==> config.mk <==
export PLATFORM = sky130hd
export DESIGN_NAME = imem_boot_loader
export DESIGN_NICKNAME = d
export VERILOG_FILES = /design/src/rtl/imem_boot_loader.sv
export SDC_FILE = /design/constraint.sdc
export NUM_CORES = 1
export LEC_CHECK = 0
export CORE_MARGIN = 10
export CORE_UTILIZATION = 30
export DETAILED_ROUTE_END_ITERATION = 8
export GPL_ROUTABILITY_DRIVEN = 0
export HOLD_SLACK_MARGIN = 0.1
export SYNTH_ARGS = -nofsm -noshare
export SYNTH_HDL_FRONTEND = slang
export SYNTH_SLANG_ARGS = --single-unit
==> constraint.sdc <==
create_clock -name clk -period 3 [get_ports clk]
set_input_delay 0.6 -clock clk [delete_from_list [all_inputs] [get_ports clk]]
set_output_delay 0.6 -clock clk [all_outputs]
set_load 0.01 [all_outputs]
==> src/rtl/imem_boot_loader.sv <==
// Boot loader: streams a length-prefixed little-endian image into IMEM and holds the core in reset until done.
// Optional `CHECKSUM_EN adds a trailing XOR byte check (CHK state) before the core is released.
module imem_boot_loader #(
    parameter int ADDR_W = 8
) (
    input  logic              clk,
    input  logic              rst,
    input  logic [7:0]        rx_data,
    input  logic              rx_valid,
    output logic              rx_ready,
    input  logic              boot_req,
    output logic              imem_we,
    output logic [ADDR_W-1:0] imem_addr,
    output logic [31:0]       imem_wdata,
    output logic              core_rst,
    output logic              done,
    output logic              err
);

`ifdef CHECKSUM_EN
    typedef enum logic [2:0] {HDR0, HDR1, DATA, CHK, RUN, ERR} state_t;
    localparam state_t END_ST = CHK;
`else
    typedef enum logic [2:0] {HDR0, HDR1, DATA, RUN, ERR} state_t;
    localparam state_t END_ST = RUN;
`endif

    localparam logic [16:0] CAP = 17'(1) << ADDR_W;

    state_t            state_q, state_d;
    logic [7:0]        cnt_lo_q, cnt_lo_d;
    logic [ADDR_W:0]   count_q, count_d;
    logic [ADDR_W:0]   widx_q, widx_d, widx_nxt;
    logic [1:0]        lane_q, lane_d;
    logic [23:0]       wbuf_q, wbuf_d;
    logic              imem_we_q, imem_we_d;
    logic [ADDR_W-1:0] imem_addr_q, imem_addr_d;
    logic [31:0]       imem_wdata_q, imem_wdata_d;
    logic              core_rst_q, core_rst_d;
    logic              done_q, done_d;
    logic              err_q, err_d;
    logic [15:0]       hdr_count;
    logic              xfer;
`ifdef CHECKSUM_EN
    logic [7:0]        xor_q, xor_d;
`endif

    assign rx_ready  = !boot_req && (state_q != RUN) && (state_q != ERR);
    assign xfer      = rx_valid && rx_ready;
    assign hdr_count = {rx_data, cnt_lo_q};
    // One extra bit so a full-capacity image can count past the last address.
    assign widx_nxt  = widx_q + (ADDR_W + 1)'(1);

    always_comb begin
        state_d      = state_q;
        cnt_lo_d     = cnt_lo_q;
        count_d      = count_q;
        widx_d       = widx_q;
        lane_d       = lane_q;
        wbuf_d       = wbuf_q;
        imem_we_d    = 1'b0;
        imem_addr_d  = imem_addr_q;
        imem_wdata_d = imem_wdata_q;
        // Status lags the state by one cycle so release follows the final write pulse.
        core_rst_d   = (state_q != RUN);
        done_d       = (state_q == RUN);
        err_d        = (state_q == ERR);
`ifdef CHECKSUM_EN
        xor_d        = xor_q;
`endif
        if (boot_req) begin
            state_d    = HDR0;
            cnt_lo_d   = 8'd0;
            count_d    = '0;
            widx_d     = '0;
            lane_d     = 2'd0;
            wbuf_d     = 24'd0;
            core_rst_d = 1'b1;
            done_d     = 1'b0;
            err_d      = 1'b0;
`ifdef CHECKSUM_EN
            xor_d      = 8'd0;
`endif
        end else if (xfer) begin
`ifdef CHECKSUM_EN
            if (state_q != CHK) xor_d = xor_q ^ rx_data;
`endif
            case (state_q)
                HDR0: begin
                    cnt_lo_d = rx_data;
                    state_d  = HDR1;
                end
                HDR1: begin
                    count_d = hdr_count[ADDR_W:0];
                    widx_d  = '0;
                    lane_d  = 2'd0;
                    if ({1'b0, hdr_count} > CAP) state_d = ERR;
                    else if (hdr_count == 16'd0) state_d = END_ST;
                    else state_d = DATA;
                end
                DATA: begin
                    case (lane_q)
                        2'd0: wbuf_d[7:0]   = rx_data;
                        2'd1: wbuf_d[15:8]  = rx_data;
                        2'd2: wbuf_d[23:16] = rx_data;
                        default: begin
                            imem_we_d    = 1'b1;
                            imem_addr_d  = widx_q[ADDR_W-1:0];
                            imem_wdata_d = {rx_data, wbuf_q};
                            widx_d       = widx_nxt;
                            if (widx_nxt == count_q) state_d = END_ST;
                        end
                    endcase
                    lane_d = lane_q + 2'd1;
                end
`ifdef CHECKSUM_EN
                CHK: state_d = (rx_data == xor_q) ? RUN : ERR;
`endif
                default: ;
            endcase
        end
    end

    always_ff @(posedge clk or posedge rst) begin
        if (rst) begin
            state_q      <= HDR0;
            cnt_lo_q     <= 8'd0;
            count_q      <= '0;
            widx_q       <= '0;
            lane_q       <= 2'd0;
            wbuf_q       <= 24'd0;
            imem_we_q    <= 1'b0;
            imem_addr_q  <= '0;
            imem_wdata_q <= 32'd0;
            core_rst_q   <= 1'b1;
            done_q       <= 1'b0;
            err_q        <= 1'b0;
`ifdef CHECKSUM_EN
            xor_q        <= 8'd0;
`endif
        end else begin
            state_q      <= state_d;
            cnt_lo_q     <= cnt_lo_d;
            count_q      <= count_d;
            widx_q       <= widx_d;
            lane_q       <= lane_d;
            wbuf_q       <= wbuf_d;
            imem_we_q    <= imem_we_d;
            imem_addr_q  <= imem_addr_d;
            imem_wdata_q <= imem_wdata_d;
            core_rst_q   <= core_rst_d;
            done_q       <= done_d;
            err_q        <= err_d;
`ifdef CHECKSUM_EN
            xor_q        <= xor_d;
`endif
        end
    end

    assign imem_we    = imem_we_q;
    assign imem_addr  = imem_addr_q;
    assign imem_wdata = imem_wdata_q;
    assign core_rst   = core_rst_q;
    assign done       = done_q;
    assign err        = err_q;

endmodule

==> metrics.yaml, run 1 <==
outcome:
  status: "finished clean"
grt:
  track_usage_pct: 10.3
  grt_antenna_before_repair: 0
  gr-total-overflow: 0
  grt_max_degree: 82
  first_global_vias: 3260
  grt_pass1_wl_um: 16900
power:
  p_leak_uw: 0.00256
  p_per_area_mw_per_mm2: 492
  vdd_drop_max_v: 0.000241
synthesis:
  synth_top_family_by_area: "simple AND/OR/NAND/NOR gates"
  synthFlopType: "dfrtp_1"
  synthXorXnorAreaFrac_pct: 2.82
  synth_fp_nets: 450
  yosys.area_share.simple_pct: 21.3
  syn_area_mm2: 0.00435
  synthMuxAreaShare_pct: 8.77
  synth_edf_count: 0
  synth_adder_area_share_pct: 1.44
  synth.top_cell.area_share_pct: 56.4
  synth_area_leaders: "dfrtp_1 56%, nand2_1 12%, mux2_2 6.5%"
  yosysTopAreaCell: "dfrtp_1"
  synth_cell_type_count: 43
  synth-seq-cells: 99
  syn_inst: 433
  yosysSeqAreaShare_pct: 57.0
  yosys.cell_count.top_type: "nand2_1"
  async_flop_share_pct: 100
  synth_warnings: 0
  ys_top_cells_by_count: "141 x nand2_1, 98 x dfrtp_1, 25 x mux2_2"
  syn_area_per_cell_um2: 10.0
  synth_compound_area_share_pct: 5.95
route:
  routedWlPerCell_um: 14.8
  viasPerCell: 4.70
  drc: 0
  vias: 3156
  ant_nets: 0
  dr.pass1.iters: 4
  drt_iter0_markers: 271
  wl_um: 9940
critical_path:
  crit_top_cell: "clkdlybuf4s50_1"
  crit_path_start_kind: "input pin"
  crit_family: "buffers and inverters"
  path_buf_inv: 2
  crit_fanout: 3
  critPathKind: "in2out"
  critPathSlowestCell: "clkdlybuf4s50_1"
  cp.required_ns: 2.40
  end_kind: "primary output"
  rr_worst_depth: 6
  critical_path_arrival_ns: 2.06
  max_stage_delay_ns: 0.62
  path_cells: "clkdlybuf4s50_1, a211oi_1, clkdlybuf4s50_1"
  path_depth: 3
clocking:
  cts_hold_buf: 0
  clk-insertion-delay-late_ns: 0.34
  cts_buffers: 9
  cts_buffer_depth: 2
  post_cts_buffers: 0
  cts_sinks: 99
  path_clk_slew_ns: 0.06
  cts_tree: "yes"
  cts_root_buf: "clkbuf_16"
  cts_resized: 0
  htreeDepth: 3
worst_hold_path:
  hold_class: "reg2reg"
  min_delay_path_depth: 2
sta:
  finalHoldViolations: 0
  max_freq_mhz: 376
  finalCritPeriodShare_pct: 88.6
  setup_ws_ns: 0.343
  fin_tns_setup_ns: 0
  hold_ws_ns: 0.468
  finalSetupViolations: 0
  rsz0062_at_grt: "false"
  period_needed_ns: 2.66
  finClkSkew_ns: 0.00823
  maxSlewViolCount: 0
  worst-slew-pin-transition_ns: 0.775
  relSlewSlack_pct: 48.3
floorplan:
  core_area_mm2: 0.0140
  pin_count: 57
  initial_utilization_pct: 31.0
  die_area_mm2: 0.0197
  die-height_um: 140
  die_x_um: 140
  num_rows: 43
placed_design:
  place_inst: 656
  place.port_buffers: 56
  pre_cts_slack_ns: 0.304
  dpl.hpwl_um: 7070
  placed_area_mm2: 0.00513
finish:
  diodes: 0
  nets: 504
  drive_gt1_share_pct: 12.4
  final_cells: 672
  area_growth_pct: 24.6
  fill_cells: 1362
  final_area_mm2: 0.00542
job:
  maxCapViolations: 0
[state kept, by name, summed over array words and instances (netlist names)]
register	cells
cnt_lo_q	8
done	1
count_q	9
core_rst	1
err	1
widx_q	9
imem_addr	8
state_q	3
wbuf_q	24
lane_q	2
imem_wdata	32
imem_we	1
[final timing paths]
| path | startpoint | to | slack [ns] |
|---|---|---|---|
| min in group asynchronous | rst | imem_wdata[12] | 0.62 |
| max in group asynchronous | rst | core_rst | 1.60 |
| setup / recovery | boot_req | rx_ready | 0.34 |
| setup reg to reg | widx_q[0] | state_q[0] | 1.01 |
| hold reg to reg | wbuf_q[8] | imem_wdata[8] | 0.47 |
| hold / removal | wbuf_q[8] | imem_wdata[8] | 0.47 |
[area by class of cell]
class / instances / area, um2 / area share (%)
inverter: 8 / 33.8 / 0.623
clock inverter: 3 / 23.8 / 0.439
timing repair buffer: 63 / 638 / 11.8
multi-input combinational: 306 / 1760 / 32.5
tap: 180 / 225 / 4.16
clock buffer: 13 / 260 / 4.80
sequential: 99 / 2480 / 45.7
[cell families (layout without fill, tap and decap cells)]
kind of cell	after synthesis	count (layout)
flip-flops	99	99
buffers and inverters	28	87
AND/OR/NAND/NOR	211	211
adder cells (fa/ha/maj)	5	5
AO/OA/AOI/OAI	41	41
multiplexers	35	35
XOR/XNOR	14	14
[worst register-to-register path, delay by kind of cell, from the launching register on]
kind,cells,cell delay (ns)
adder cells (fa/ha/maj),1,0.31
flip-flops,1,0.46
AND/OR/NAND/NOR,2,0.67
AO/OA/AOI/OAI,3,0.45
[metrics by stage]
| stage | power (uW) | util [%] |
|---|---|---|
| 2_1_floorplan | 1530 | - |
| 3_3_place_gp | 1600 | 36.6 |
| 3_5_place_dp | 1600 | 36.6 |
| 4_1_cts | 2700 | 38.6 |
| 5_1_grt | 2780 | 38.6 |
| 6_report | 2670 | 38.6 |
[cells in the final DEF (no fill, tap or decap), types with 10 or more instances in the layout]
master and n:
dfrtp_1 98, xnor2_1 12, mux2i_1 10, nand3_1 14, nand2_1 141, a21oi_1 15
o21ai_0 11, nor2b_1 11, nor2_1 22, clkdlybuf4s50_1 56, mux2_2 25
[report_power, final]
part           switching [uW]  internal [uW]  leakage, uW  total [uW]
logic                    98.9           75.7      0.00108         175
clock network             482            610     0.000132        1090
registers                27.9           1370      0.00135        1400
[routing by layer]
metal	part of all wire, %	GRT usage (%)	vias to the layer above
li1	-	-	1536
met1	49	14.1	1550
met2	43	15.1	57
met3	6.5	3.31	13
met4	1.3	3.10	0
met5	0	0	-
Power figures use the tool's default switching activity.
==> inputs of run 2 (changes only) <==
==> constraint.sdc (replaced) <==
create_clock -name clk -period 3.34 [get_ports clk]
set_input_delay 1.002 -clock clk [delete_from_list [all_inputs] [get_ports clk]]
set_output_delay 1.002 -clock clk [all_outputs]
set_load 0.01 [all_outputs]
==> metrics.yaml, run 2 (same netlist as run 1, synthesis figures left out) <==
outcome:
  status: "finished clean"
clocking:
  cts_resized: 2
  htreeDepth: 3
  cts_hold_buf: 0
  cts_buffer_depth: 2
  cts_buffers: 9
  cts_sinks: 99
  cts_tree: "yes"
  path_clk_slew_ns: 0.07
  post_cts_buffers: 0
  cts_root_buf: "clkbuf_16"
  clk-insertion-delay-late_ns: 0.35
critical_path:
  cp.required_ns: 2.34
  rr_worst_depth: 6
  critPathSlowestCell: "clkdlybuf4s50_1"
  critPathKind: "in2out"
  path_cells: "clkdlybuf4s50_1, a211oi_2, buf_4, dlygate4sd2_1"
  crit_path_start_kind: "input pin"
  crit_fanout: 2
  max_stage_delay_ns: 0.48
  end_kind: "primary output"
  critical_path_arrival_ns: 2.08
finish:
  area_growth_pct: 25.4
  multi_input_area_mm2: 0.00176
  nets: 507
  final_common_cell: "nand2_1"
  fill_cells: 1366
  largest_reg_flops: 32
  drive_gt1_share_pct: 13.5
  regArea_mm2: 0.00248
  diodes: 0
  layout_common_cells: "141 x nand2_1, 98 x dfrtp_1, 55 x clkdlybuf4s50_1, 25 x mux2_2, 22 x nor2_1"
grt:
  first_global_vias: 3263
  gr-total-overflow: 0
  grt_antenna_before_repair: 0
  track_usage_pct: 10.5
  grt_max_degree: 100
  grt_pass1_wl_um: 17100
sta:
  finalCritPeriodShare_pct: 92.4
  finalHoldViolations: 0
  worst-slew-pin-transition_ns: 0.706
  rsz0062_at_grt: "false"
  relSlewSlack_pct: 52.9
  finalSetupViolations: 0
  finClkSkew_ns: 0.00972
  max_freq_mhz: 324
  period_needed_ns: 3.09
  fin_tns_setup_ns: 0
  maxSlewViolCount: 0
floorplan:
  initial_utilization_pct: 31.0
  pin_count: 57
  core_area_mm2: 0.0140
  die_area_mm2: 0.0197
  die-height_um: 140
  die_x_um: 140
  num_rows: 43
route:
  viasPerCell: 4.64
  wl_um: 9990
  drt_iter0_markers: 259
  drc: 0
  dr.pass1.iters: 5
  vias: 3135
  routedWlPerCell_um: 14.8
  ant_nets: 0
power:
  p_per_area_mw_per_mm2: 449
  vdd_drop_max_v: 0.000241
  finalPower_uw: 2450
  p_leak_uw: 0.00259
placed_design:
  dpl.hpwl_um: 7050
  place.port_buffers: 56
worst_hold_path:
  hold_class: "reg2reg"
  min_delay_path_depth: 2
job:
  maxCapViolations: 0
-- run 2: critical path, delay by kind of cell --
family	cells	cell delay [ns]
buffers and inverters	3	0.89
AO/OA/AOI/OAI	1	0.19
-- run 2: path summary, 6_finish.rpt --
check / startpoint / endpoint / slack (ns)
setup / recovery: boot_req / rx_ready / 0.25
hold / removal: wbuf_q[2] / imem_wdata[2] / 0.47
setup reg to reg: widx_q[0] / state_q[0] / 1.39
hold reg to reg: wbuf_q[2] / imem_wdata[2] / 0.47
max in group asynchronous: rst / core_rst / 1.77
min in group asynchronous: rst / imem_wdata[20] / 1.12
-- run 2: power breakdown --
| group | leakage, uW | total [uW] | switching (uW) | internal [uW] |
|---|---|---|---|---|
| logic | 0.00109 | 157 | 88.5 | 68.2 |
| clock network | 0.000150 | 1030 | 501 | 534 |
| registers | 0.00135 | 1260 | 25.9 | 1230 |
-- run 2: layer usage --
layer / track usage [%] / part of all wire, % / up-vias
li1: - / - / 1544
met5: 0 / 0 / -
met4: 3.75 / 0.99 / 0
met2: 15.4 / 44 / 73
met1: 14.2 / 48 / 1511
met3: 3.14 / 7.2 / 7
-- run 2: stage by stage --
step | setup WS (ns) | instances | utilization, % | instance area (um2) | hold slack [ns]
after floorplan | 0.842 | 433 | - | 4350 | 0.433
after global placement | -0.0678 | 659 | 36.6 | 5140 | 0.453
after detailed placement | -0.0654 | 659 | 36.6 | 5140 | 0.453
after CTS | 0.235 | 675 | 38.8 | 5460 | 0.469
after global routing | 0.220 | 675 | 38.8 | 5460 | 0.490
final | 0.254 | 675 | 38.8 | 5460 | 0.468
-- run 2: area by class of cell --
type / count / area share (%)
flip-flops and latches: 99 / 45.4
multi-input cells: 306 / 32.3
inverters: 8 / 0.619
repair buffers: 66 / 11.9
clock inverters: 7 / 1.49
clock buffers: 9 / 4.13
well taps: 180 / 4.13
==> inputs of run 3 (changes only) <==
Settings changed: CTS_BUF_LIST set to sky130_fd_sc_hd__clkbuf_8.
Clock period 3.34 ns to 3.07 ns, I/O delays scaled along.
==> metrics.yaml, run 3 (same netlist as run 1, synthesis figures left out) <==
outcome:
  status: "finished clean"
finish:
  largest_reg_flops: 32
  diodes: 0
  nets: 518
  final_common_cell: "nand2_1"
  drive_gt1_share_pct: 15.4
  final_util_pct: 38.8
  area_growth_pct: 25.1
  final_area_mm2: 0.00544
  layout_common_cells: "141 x nand2_1, 98 x dfrtp_1, 55 x clkdlybuf4s50_1, 25 x mux2_2, 22 x nor2_1"
clocking:
  cts_hold_buf: 0
  cts_buffers: 9
  post_cts_buffers: 0
  cts_root_buf: "clkbuf_8"
  path_clk_slew_ns: 0.10
  htreeDepth: 3
  cts_tree: "yes"
  cts_resized: 2
  cts_sinks: 99
  cts_buffer_depth: 2
  clk-insertion-delay-late_ns: 0.37
critical_path:
  cp.required_ns: 2.15
  crit_family: "buffers and inverters"
  path_buf_inv: 3
  crit_path_start_kind: "input pin"
  critical_path_arrival_ns: 2.06
  critPathSlowestCell: "clkdlybuf4s50_1"
  path_cells: "dlygate4sd2_1, a211oi_2, buf_4, clkdlybuf4s50_1"
  critPathKind: "in2out"
  crit_fanout: 2
  max_stage_delay_ns: 0.53
  end_kind: "primary output"
placed_design:
  dpl.hpwl_um: 7410
  placed_area_mm2: 0.00524
  place.port_buffers: 56
sta:
  worst-slew-pin-transition_ns: 0.756
  period_needed_ns: 2.98
  max_freq_mhz: 336
  hold_ws_ns: 0.470
  maxSlewViolCount: 0
  relSlewSlack_pct: 49.6
  finalHoldViolations: 0
  fin_tns_setup_ns: 0
  finClkSkew_ns: 0.0154
  finalSetupViolations: 0
  rsz0062_at_grt: "false"
  finalCritPeriodShare_pct: 97.0
floorplan:
  core_area_mm2: 0.0140
  die_x_um: 140
  pin_count: 57
  initial_utilization_pct: 31.0
  num_rows: 43
  die-height_um: 140
  die_area_mm2: 0.0197
route:
  wl_um: 10200
  ant_nets: 0
  drt_iter0_markers: 160
  drc: 0
  dr.pass1.iters: 4
  viasPerCell: 4.71
  vias: 3231
  routedWlPerCell_um: 14.9
job:
  maxCapViolations: 0
grt:
  grt_pass1_wl_um: 17400
  track_usage_pct: 10.6
  grt_max_degree: 47
  gr-total-overflow: 0
  first_global_vias: 3247
  grt_antenna_before_repair: 0
power:
  p_leak_uw: 0.00260
  p_per_area_mw_per_mm2: 438
  vdd_drop_max_v: 0.000252
  finalPower_uw: 2380
worst_hold_path:
  hold_class: "reg2reg"
## run 3: layout make-up
class	instances	area, um2
flip-flops and latches	99	2480
well taps	180	225
clock inverters	7	73.8
clock buffers	9	124
inverters	8	33.8
repair buffers	77	742
multi-input cells	306	1760
fillers	1408	8600
## run 3: per-stage QoR
step                worst slack, ns  std cells
floorplan                     0.734        433
global placement             -0.209        670
detailed placement           -0.186        670
CTS                          0.0737        686
global route                 0.0161        686
finish                       0.0924        686
## run 3: power breakdown
| group | total (uW) | internal, uW | switching, uW |
|---|---|---|---|
| logic | 182 | 82.3 | 100 |
| registers | 1370 | 1340 | 27.7 |
| clock network | 835 | 324 | 512 |
| total | 2380 | 1740 | 640 |
## run 3: routing by layer
| layer | track usage, % | routed length (um) | vias up | share of wire (%) |
|---|---|---|---|---|
| met5 | 0 | 0 | - | 0 |
| met4 | 2.99 | 119 | 0 | 1.2 |
| met3 | 3.14 | 539 | 10 | 5.3 |
| met2 | 15.0 | 4330 | 59 | 43 |
| met1 | 15.1 | 5200 | 1599 | 51 |
| li1 | - | - | 1563 | - |
## run 3: worst register-to-register path, cell delays in order (launching register included)
cell	delay (ns)
dfrtp_1	0.48
ha_1	0.32
nand3_2	0.16
or4b_1	0.49
o211ai_1	0.10
a21oi_1	0.10
o31ai_2	0.23
## run 3: worst paths after layout
kind | from | end | slack (ns) | depth (start not counted)
min in group asynchronous | rst | wbuf_q[13] | 0.98 | 2
worst min-delay path | wbuf_q[2] | imem_wdata[2] | 0.47 | 2
worst max register to register | widx_q[0] | state_q[0] | 1.11 | 6
worst max-delay path | boot_req | rx_ready | 0.09 | 4
worst min register to register | wbuf_q[2] | imem_wdata[2] | 0.47 | 2
max in group asynchronous | rst | core_rst | 1.37 | 3
